==> config.mk <==
export PLATFORM = sky130hd
export DESIGN_NAME = pe_casc_ctrl
export DESIGN_NICKNAME = d
export VERILOG_FILES = /design/src/rtl/pe_casc_ctrl_pkg.sv /design/src/rtl/pe_casc_ctrl_decode.sv /design/src/rtl/pe_casc_ctrl.sv
export SDC_FILE = /design/constraint.sdc
export NUM_CORES = 1
export LEC_CHECK = 0
export CAP_MARGIN = 20
export CORE_ASPECT_RATIO = 2
export CORE_MARGIN = 5
export CORE_UTILIZATION = 40
export DETAILED_ROUTE_END_ITERATION = 7
export PLACE_DENSITY = 0.67
export SYNTH_ARGS = -nofsm -noshare
export SYNTH_HDL_FRONTEND = slang
export SYNTH_HIERARCHICAL = 1
export SYNTH_SLANG_ARGS = --single-unit
==> constraint.sdc <==
create_clock -name clock_i -period 3.1 [get_ports clock_i]
set_clock_uncertainty 0.1 [all_clocks]
set_input_delay 0.62 -clock clock_i [delete_from_list [all_inputs] [get_ports clock_i]]
set_output_delay 0.62 -clock clock_i [all_outputs]
set_load 0.01 [all_outputs]
==> src/rtl/pe_casc_ctrl_pkg.sv <==
// Shared types and constants for the PE cascade controller and its decode stage.
// Latency: none (declarations only).
// Backpressure: none (declarations only).
package pe_casc_ctrl_pkg;

  // Controller sequencing states
  typedef enum logic [1:0] {
    ST_IDLE  = 2'd0,
    ST_RUN   = 2'd1,
    ST_FLUSH = 2'd2,
    ST_DONE  = 2'd3
  } state_e;

  // DSP OPMODE values used by the Montgomery iteration
  localparam logic [6:0] OP_M    = 7'h05;  // P = A*B
  localparam logic [6:0] OP_MC   = 7'h35;  // P = A*B + C
  localparam logic [6:0] OP_ZERO = 7'h00;  // P held at zero / idle

  // Multiplexer select value for a PE that is not being driven
  localparam logic [1:0] SEL_IDLE = 2'd3;

  // Complete control word for one PE cycle
  typedef struct packed {
    logic       a_reg_en;
    logic       m_reg_en;
    logic       creg_en;
    logic       res_delay_en;
    logic [1:0] mux_a_sel;
    logic [1:0] mux_b_sel;
    logic [1:0] mux_c_sel;
    logic [6:0] opmode;
  } ctrl_t;

  // Quiescent control word: every enable low, every select parked
  localparam ctrl_t CTRL_IDLE = '{
    a_reg_en:     1'b0,
    m_reg_en:     1'b0,
    creg_en:      1'b0,
    res_delay_en: 1'b0,
    mux_a_sel:    SEL_IDLE,
    mux_b_sel:    SEL_IDLE,
    mux_c_sel:    SEL_IDLE,
    opmode:       OP_ZERO
  };

  // Pipeline depth of the PE multiplier path: input stage plus optional A/B and M registers
  function automatic int reg_level(input int abreg, input int mreg);
    return 1 + abreg + mreg;
  endfunction

endpackage

==> src/rtl/pe_casc_ctrl_decode.sv <==
// Maps the (next) controller state, phase count and first-iteration flag to a PE control word.
// Latency: purely combinational; the top module registers the result.
// Backpressure: none; the decode is a pure function of its inputs.
module pe_casc_ctrl_decode
  import pe_casc_ctrl_pkg::*;
#(
  parameter int L     = 3,
  parameter int CNT_W = 4
) (
  input  state_e             state,
  input  logic [CNT_W-1:0]   cnt,
  input  logic               first_iter,
  output ctrl_t              ctrl
);

  // Phase positions inside one iteration; each later step waits one PE pipeline depth
  localparam logic [CNT_W-1:0] PH_LOAD = '0;                // fetch a word
  localparam logic [CNT_W-1:0] PH_AB   = CNT_W'(1);         // a*b (+ t)
  localparam logic [CNT_W-1:0] PH_TP   = CNT_W'(1 + L);     // t0*p'
  localparam logic [CNT_W-1:0] PH_MP   = CNT_W'(1 + 2 * L); // m*p + t

  // Only RUN produces activity; everything else parks the PE
  always_comb begin
    ctrl = CTRL_IDLE;
    if (state == ST_RUN) begin
      case (cnt)
        PH_LOAD: begin
          ctrl.a_reg_en = 1'b1;
        end
        PH_AB: begin
          ctrl.mux_a_sel = 2'd0;
          ctrl.mux_b_sel = 2'd0;
          if (first_iter) begin
            // no running sum yet: plain product, C path parked
            ctrl.mux_c_sel = 2'd3;
            ctrl.opmode    = OP_M;
          end else begin
            // accumulate onto the previous iteration's result
            ctrl.mux_c_sel = 2'd0;
            ctrl.opmode    = OP_MC;
            ctrl.creg_en   = 1'b1;
          end
        end
        PH_TP: begin
          ctrl.mux_a_sel    = 2'd1;
          ctrl.mux_b_sel    = 2'd1;
          ctrl.opmode       = OP_M;
          ctrl.res_delay_en = 1'b1;
        end
        PH_MP: begin
          ctrl.mux_a_sel = 2'd1;
          ctrl.mux_b_sel = 2'd2;
          ctrl.mux_c_sel = 2'd1;
          ctrl.opmode    = OP_MC;
          ctrl.creg_en   = 1'b1;
          ctrl.m_reg_en  = 1'b1;
        end
        default: begin
          ctrl = CTRL_IDLE;
        end
      endcase
    end
  end

endmodule

==> src/rtl/pe_casc_ctrl.sv <==
// Sequences one Montgomery multiplication over S operand words on a cascaded DSP PE.
// Latency: done_o pulses S*T+L+1 cycles after the edge that accepts start_i; all outputs registered.
// Backpressure: none; start_i is only sampled in IDLE and is dropped (not queued) while busy.
module pe_casc_ctrl
  import pe_casc_ctrl_pkg::*;
#(
  parameter int S     = 16,
  parameter int ABREG = 1,
  parameter int MREG  = 1
) (
  input  logic                 clock_i,
  input  logic                 reset_n_i,
  input  logic                 start_i,
  output logic                 busy_o,
  output logic                 done_o,
  output logic [$clog2(S)-1:0] a_addr_o,
  output logic                 a_reg_en_o,
  output logic                 m_reg_en_o,
  output logic                 CREG_en_o,
  output logic                 RES_delay_en_o,
  output logic [1:0]           mux_A_sel_o,
  output logic [1:0]           mux_B_sel_o,
  output logic [1:0]           mux_C_sel_o,
  output logic [6:0]           OPMODE_o
);

  localparam int L     = reg_level(ABREG, MREG);
  localparam int T     = 3 * L + 1;
  localparam int CNT_W = $clog2(T);
  localparam int IDX_W = $clog2(S);

  localparam logic [CNT_W-1:0] CNT_ONE    = CNT_W'(1);
  localparam logic [CNT_W-1:0] CNT_LAST   = CNT_W'(T - 1);
  localparam logic [CNT_W-1:0] FLUSH_LAST = CNT_W'(L - 1);
  localparam logic [IDX_W-1:0] IDX_ONE    = IDX_W'(1);
  localparam logic [IDX_W-1:0] IDX_LAST   = IDX_W'(S - 1);

  state_e             state_q, state_d;
  logic [CNT_W-1:0]   cnt_q, cnt_d;
  logic [IDX_W-1:0]   idx_q, idx_d;

  ctrl_t              ctrl_d, ctrl_q;
  logic [IDX_W-1:0]   addr_q;
  logic               busy_q;
  logic               done_q;

  // State, phase counter and iteration index
  always_ff @(posedge clock_i or negedge reset_n_i) begin
    if (!reset_n_i) begin
      state_q <= ST_IDLE;
      cnt_q   <= '0;
      idx_q   <= '0;
    end else begin
      state_q <= state_d;
      cnt_q   <= cnt_d;
      idx_q   <= idx_d;
    end
  end

  // Next-state logic: T-cycle iterations in RUN, L-cycle drain in FLUSH, one DONE cycle
  always_comb begin
    state_d = state_q;
    cnt_d   = cnt_q;
    idx_d   = idx_q;
    case (state_q)
      ST_IDLE: begin
        if (start_i) begin
          state_d = ST_RUN;
          cnt_d   = '0;
          idx_d   = '0;
        end
      end
      ST_RUN: begin
        if (cnt_q == CNT_LAST) begin
          cnt_d = '0;
          if (idx_q == IDX_LAST) begin
            state_d = ST_FLUSH;
          end else begin
            idx_d = idx_q + IDX_ONE;
          end
        end else begin
          cnt_d = cnt_q + CNT_ONE;
        end
      end
      ST_FLUSH: begin
        // cnt is reused to count out the last result leaving the PE pipeline
        if (cnt_q == FLUSH_LAST) begin
          state_d = ST_DONE;
          cnt_d   = '0;
        end else begin
          cnt_d = cnt_q + CNT_ONE;
        end
      end
      ST_DONE: begin
        state_d = ST_IDLE;
        cnt_d   = '0;
      end
      default: begin
        state_d = ST_IDLE;
        cnt_d   = '0;
        idx_d   = '0;
      end
    endcase
  end

  // Control word decoded from the next-state values so the registered outputs line up with state
  pe_casc_ctrl_decode #(
    .L     (L),
    .CNT_W (CNT_W)
  ) u_decode (
    .state      (state_d),
    .cnt        (cnt_d),
    .first_iter (idx_d == '0),
    .ctrl       (ctrl_d)
  );

  // Output registers; the address only moves when a new a word is fetched
  always_ff @(posedge clock_i or negedge reset_n_i) begin
    if (!reset_n_i) begin
      ctrl_q <= CTRL_IDLE;
      addr_q <= '0;
      busy_q <= 1'b0;
      done_q <= 1'b0;
    end else begin
      ctrl_q <= ctrl_d;
      if (state_d == ST_RUN && cnt_d == '0) begin
        addr_q <= idx_d;
      end
      // busy stays up through the done pulse, which trails the DONE state by one cycle
      busy_q <= (state_d != ST_IDLE) || (state_q == ST_DONE);
      done_q <= (state_q == ST_DONE);
    end
  end

  assign busy_o         = busy_q;
  assign done_o         = done_q;
  assign a_addr_o       = addr_q;
  assign a_reg_en_o     = ctrl_q.a_reg_en;
  assign m_reg_en_o     = ctrl_q.m_reg_en;
  assign CREG_en_o      = ctrl_q.creg_en;
  assign RES_delay_en_o = ctrl_q.res_delay_en;
  assign mux_A_sel_o    = ctrl_q.mux_a_sel;
  assign mux_B_sel_o    = ctrl_q.mux_b_sel;
  assign mux_C_sel_o    = ctrl_q.mux_c_sel;
  assign OPMODE_o       = ctrl_q.opmode;

endmodule
==> impl_results.md <==
* R2r endpoint: OPMODE_o[0]$_DFF_PN0_
* Die height at 97.0 um
* Data arrival, critical path at 2.66 ns
* Worst Setup Start Kind: primary input
* Drt pass-1 iters at 6
* Final setup violation count at 0
* Detailed-route DRC error count at 0
* Crit path kind: in -> reg
* Hold Path Depth at 1
* TNS Setup at 0 ns
* Area grow syn2layout at 25.9%
* Period utilisation layout at 0.838
* Synth Register Bits at 33
* Core Rows at 31
* CTS Sinks at 33
* Status: completed
* Per-cell routed wire length at 15.0 um
* Total Die Area at 0.00519 mm^2
* Total number of yosys warnings at 6
* RSZ-0062 raised after global routing: no
* Hold Violations, Final at 0
* Synthesized cell area at between 0.0015 and 0.002 mm^2
* Critical Path Start: start_i
* Switching Share at 0.191
* Reg2reg path depth at 7
* Gr ovfl total at 0
* Number of max-cap violations at 0
* CP endpoint kind: flop
* Worst-Skew Late Latency at about 0.29 ns
* Post-DRT Antenna Nets at 0
* Cells after DPL at 200
* Hold Buf Count CTS at 0
* Port-buffer cells at 25
* Dominant synthesized flop cell: dfrtp_1
* Dpl cell area at around 0.0018 mm^2
* Post-synthesis sequential area ratio at 0.550
* Final HPWL DP at between 2000 and 2500 um
* Hold Crit Start: a_addr_o[1]$_DFFE_PN0P_
* Synth cell types at 45
* Async SR Flop Fraction at 1.00
* Final WL at ~3100 um
* PwrDens at approximately 450 mW/mm^2
* Iter 0 DRT Violations at 16
* Num CTS Buffers at 5
* Starting Density at 0.415
* Vias post-DR at between 1,000 and 1,500
* Critical Path End: OPMODE_o[4]$_DFF_PN0_
* Critical Path RT at ~3.2 ns
* Comb pwr share at 0.020
* Final Util at 0.523
* Layout Cells excl Fill at about 210
* Worst VDD drop at between 0.0003 and 0.0004 V
* Worst r2r src: cnt_q[1]$_DFF_PN0_
* Setup Buffers After CTS at 0
* Reg2Reg Setup Slack at approximately 0.55 ns
* Clock buffer depth at 2
* Final worst path period need at about 2.6 ns
* First-pass GRT wire length at around 5200 um
* Post-Syn Instances at ~130
* Internal at ~0.70 mW
* Share of cells above drive strength 1 at 0.151
* Worst hold-check path type: reg -> reg
* Largest net degree at the start of global routing at 34
* Final Power at 0.866 mW
* Htree depth at 2
* Ant. Diodes at 0
* Overall Global Routing Usage at 0.136
* Root buf cell: clkbuf_8
* Cell area after layout at between 0.0015 and 0.002 mm^2
* Number of gates resized after CTS at 0
* Layout filler cell count at roughly 340
* Ports at 26
* Die width at between 50 and 60 um
* Seq pwr share at 0.501
* Nets at 162
* Vias in the first global route at approximately 1,100
* Total net switching power at between 0.15 and 0.2 mW
* Initial antenna violation count at 0
* Clock power share at 0.479
* Max Clk Rate at 385 MHz
* Max-slew headroom at 0.505
* Avg Cell Area, Syn at roughly 11 um^2
* Core ar. at around 0.0036 mm^2
* Max-slew violations at 0
* Vias per inst at about 5.2
* Leakage at approximately 0.78 nW
* Post-synth EDFFs at 0
* Clk pin slew, worst setup/hold paths at around 0.06 ns
* CP Max Fanout at 5
* CTS tree: built
* Gpl congestion at 0.898
* Worst Tran Pin Value at 0.740 ns
-- cell usage in the layout, fill, tap and decap left out, types with 2 or more instances in the layout --
cell	count
a21oi_1	6
a41oi_1	2
and2_1	2
and3_1	2
buf_4	3
clkbuf_8	6
clkdlybuf4s50_1	25
conb_1	3
dfrtp_1	27
dfstp_2	6
inv_1	10
mux2_1	4
mux2i_1	2
nand2_1	3
nand2b_1	4
nand3_1	4
nor2_1	5
nor2b_1	4
nor3_1	3
nor3b_1	2
nor4_1	2
o21a_1	2
o21ai_0	5
o21ai_1	3
xnor2_1	3
-- logic make-up after synthesis --
| group | Yosys count | share of synthesized area |
|---|---|---|
| simple gates | 41 | 0.184 |
| flops | 33 | 0.550 |
| compound gates | 26 | 0.123 |
| buf+inv | 21 | 0.0711 |
| fa+ha+maj | 1 | 0.00826 |
| xor+xnor | 3 | 0.0174 |
| other cells | 1 | 0.00248 |
| mux | 6 | 0.0430 |
-- cells in the mapped netlist (2+ instances only) --
| master | instances | area share |
|---|---|---|
| nor3b_1 | 2 | 0.0099 |
| a21oi_1 | 6 | 0.020 |
| buf_4 | 5 | 0.025 |
| nor2_1 | 5 | 0.012 |
| and2_1 | 2 | 0.0083 |
| and3_1 | 2 | 0.0083 |
| mux2_1 | 4 | 0.030 |
| o21a_1 | 2 | 0.0099 |
| xnor2_1 | 3 | 0.017 |
| dfrtp_1 | 27 | 0.45 |
| mux2i_1 | 2 | 0.013 |
| dfstp_2 | 6 | 0.10 |
| o21ai_1 | 3 | 0.0099 |
| a41oi_1 | 2 | 0.012 |
| buf_2 | 2 | 0.0066 |
| nand3_1 | 4 | 0.013 |
| nand2_1 | 3 | 0.0074 |
| o21ai_0 | 5 | 0.017 |
| nor4_1 | 2 | 0.0083 |
| nor2b_1 | 4 | 0.017 |
| nor3_1 | 3 | 0.0099 |
| nand2b_1 | 4 | 0.017 |
| inv_1 | 10 | 0.025 |
| clkbuf_1 | 3 | 0.0074 |
-- how the worst min path moves through the flow --
| stage | slack (ns) | to |
|---|---|---|
| after global routing | 0.43 | a_addr_o[1]$_DFFE_PN0P_ |
| after CTS | 0.40 | a_addr_o[1]$_DFFE_PN0P_ |
| after detailed placement | 0.39 | a_addr_o[0]$_DFFE_PN0P_ |
| final | 0.39 | a_addr_o[1]$_DFFE_PN0P_ |
| after global placement | 0.38 | a_addr_o[2]$_DFFE_PN0P_ |
| after floorplan | 0.22 | CREG_en_o$_DFF_PN0_ |
-- final cells by class --
type	count	area (um^2)	area share
inverters	10	37.5	0.0197
clock inverters	2	37.5	0.0197
flip-flops and latches	33	833	0.437
clock buffers	6	82.6	0.0433
well taps	49	61.3	0.0322
multi-input cells	80	581	0.305
repair buffers	28	273	0.143
-- layer usage --
metal,track usage,share of wire,vias to the layer above
met5,0,0,-
met3,0.0477,0.044,15
met4,0.0965,0.047,0
li1,-,-,501
met1,0.136,0.34,534
met2,0.221,0.57,29
-- power by group through the flow --
stage / combinational [mW] / sequential (mW) / clock (mW)
after floorplan: 0.00324 / 0.442 / 0
after global placement: 0.0180 / 0.441 / 0
after detailed placement: 0.0181 / 0.441 / 0
after CTS: 0.0182 / 0.434 / 0.423
after global routing: 0.0204 / 0.433 / 0.442
final: 0.0175 / 0.434 / 0.414
-- critical path, cell delays in order --
cell             delay [ns]
clkdlybuf4s50_1        0.54
nor2_1                 0.06
a2111oi_0              0.44
a311oi_1               0.22
nor4_1                 0.36
nor3_1                 0.10
o21ai_1                0.23
inv_1                  0.08
-- sequential cells by signal, indices dropped and copies added, names as in the netlist, 2 cells and up --
signal / flops
mux_C_sel_o: 2
mux_B_sel_o: 2
OPMODE_o: 7
cnt_q: 4
a_addr_o: 4
mux_A_sel_o: 2
state_q: 2
idx_q: 4
-- through the flow --
stage               setup slack, ns  hold WS, ns
global route                  0.285        0.432
finish                        0.502        0.394
detailed placement            0.210        0.386
CTS                           0.487        0.403
global placement              0.239        0.380
floorplan                     0.674        0.224
(Power assumes the default switching activity.)
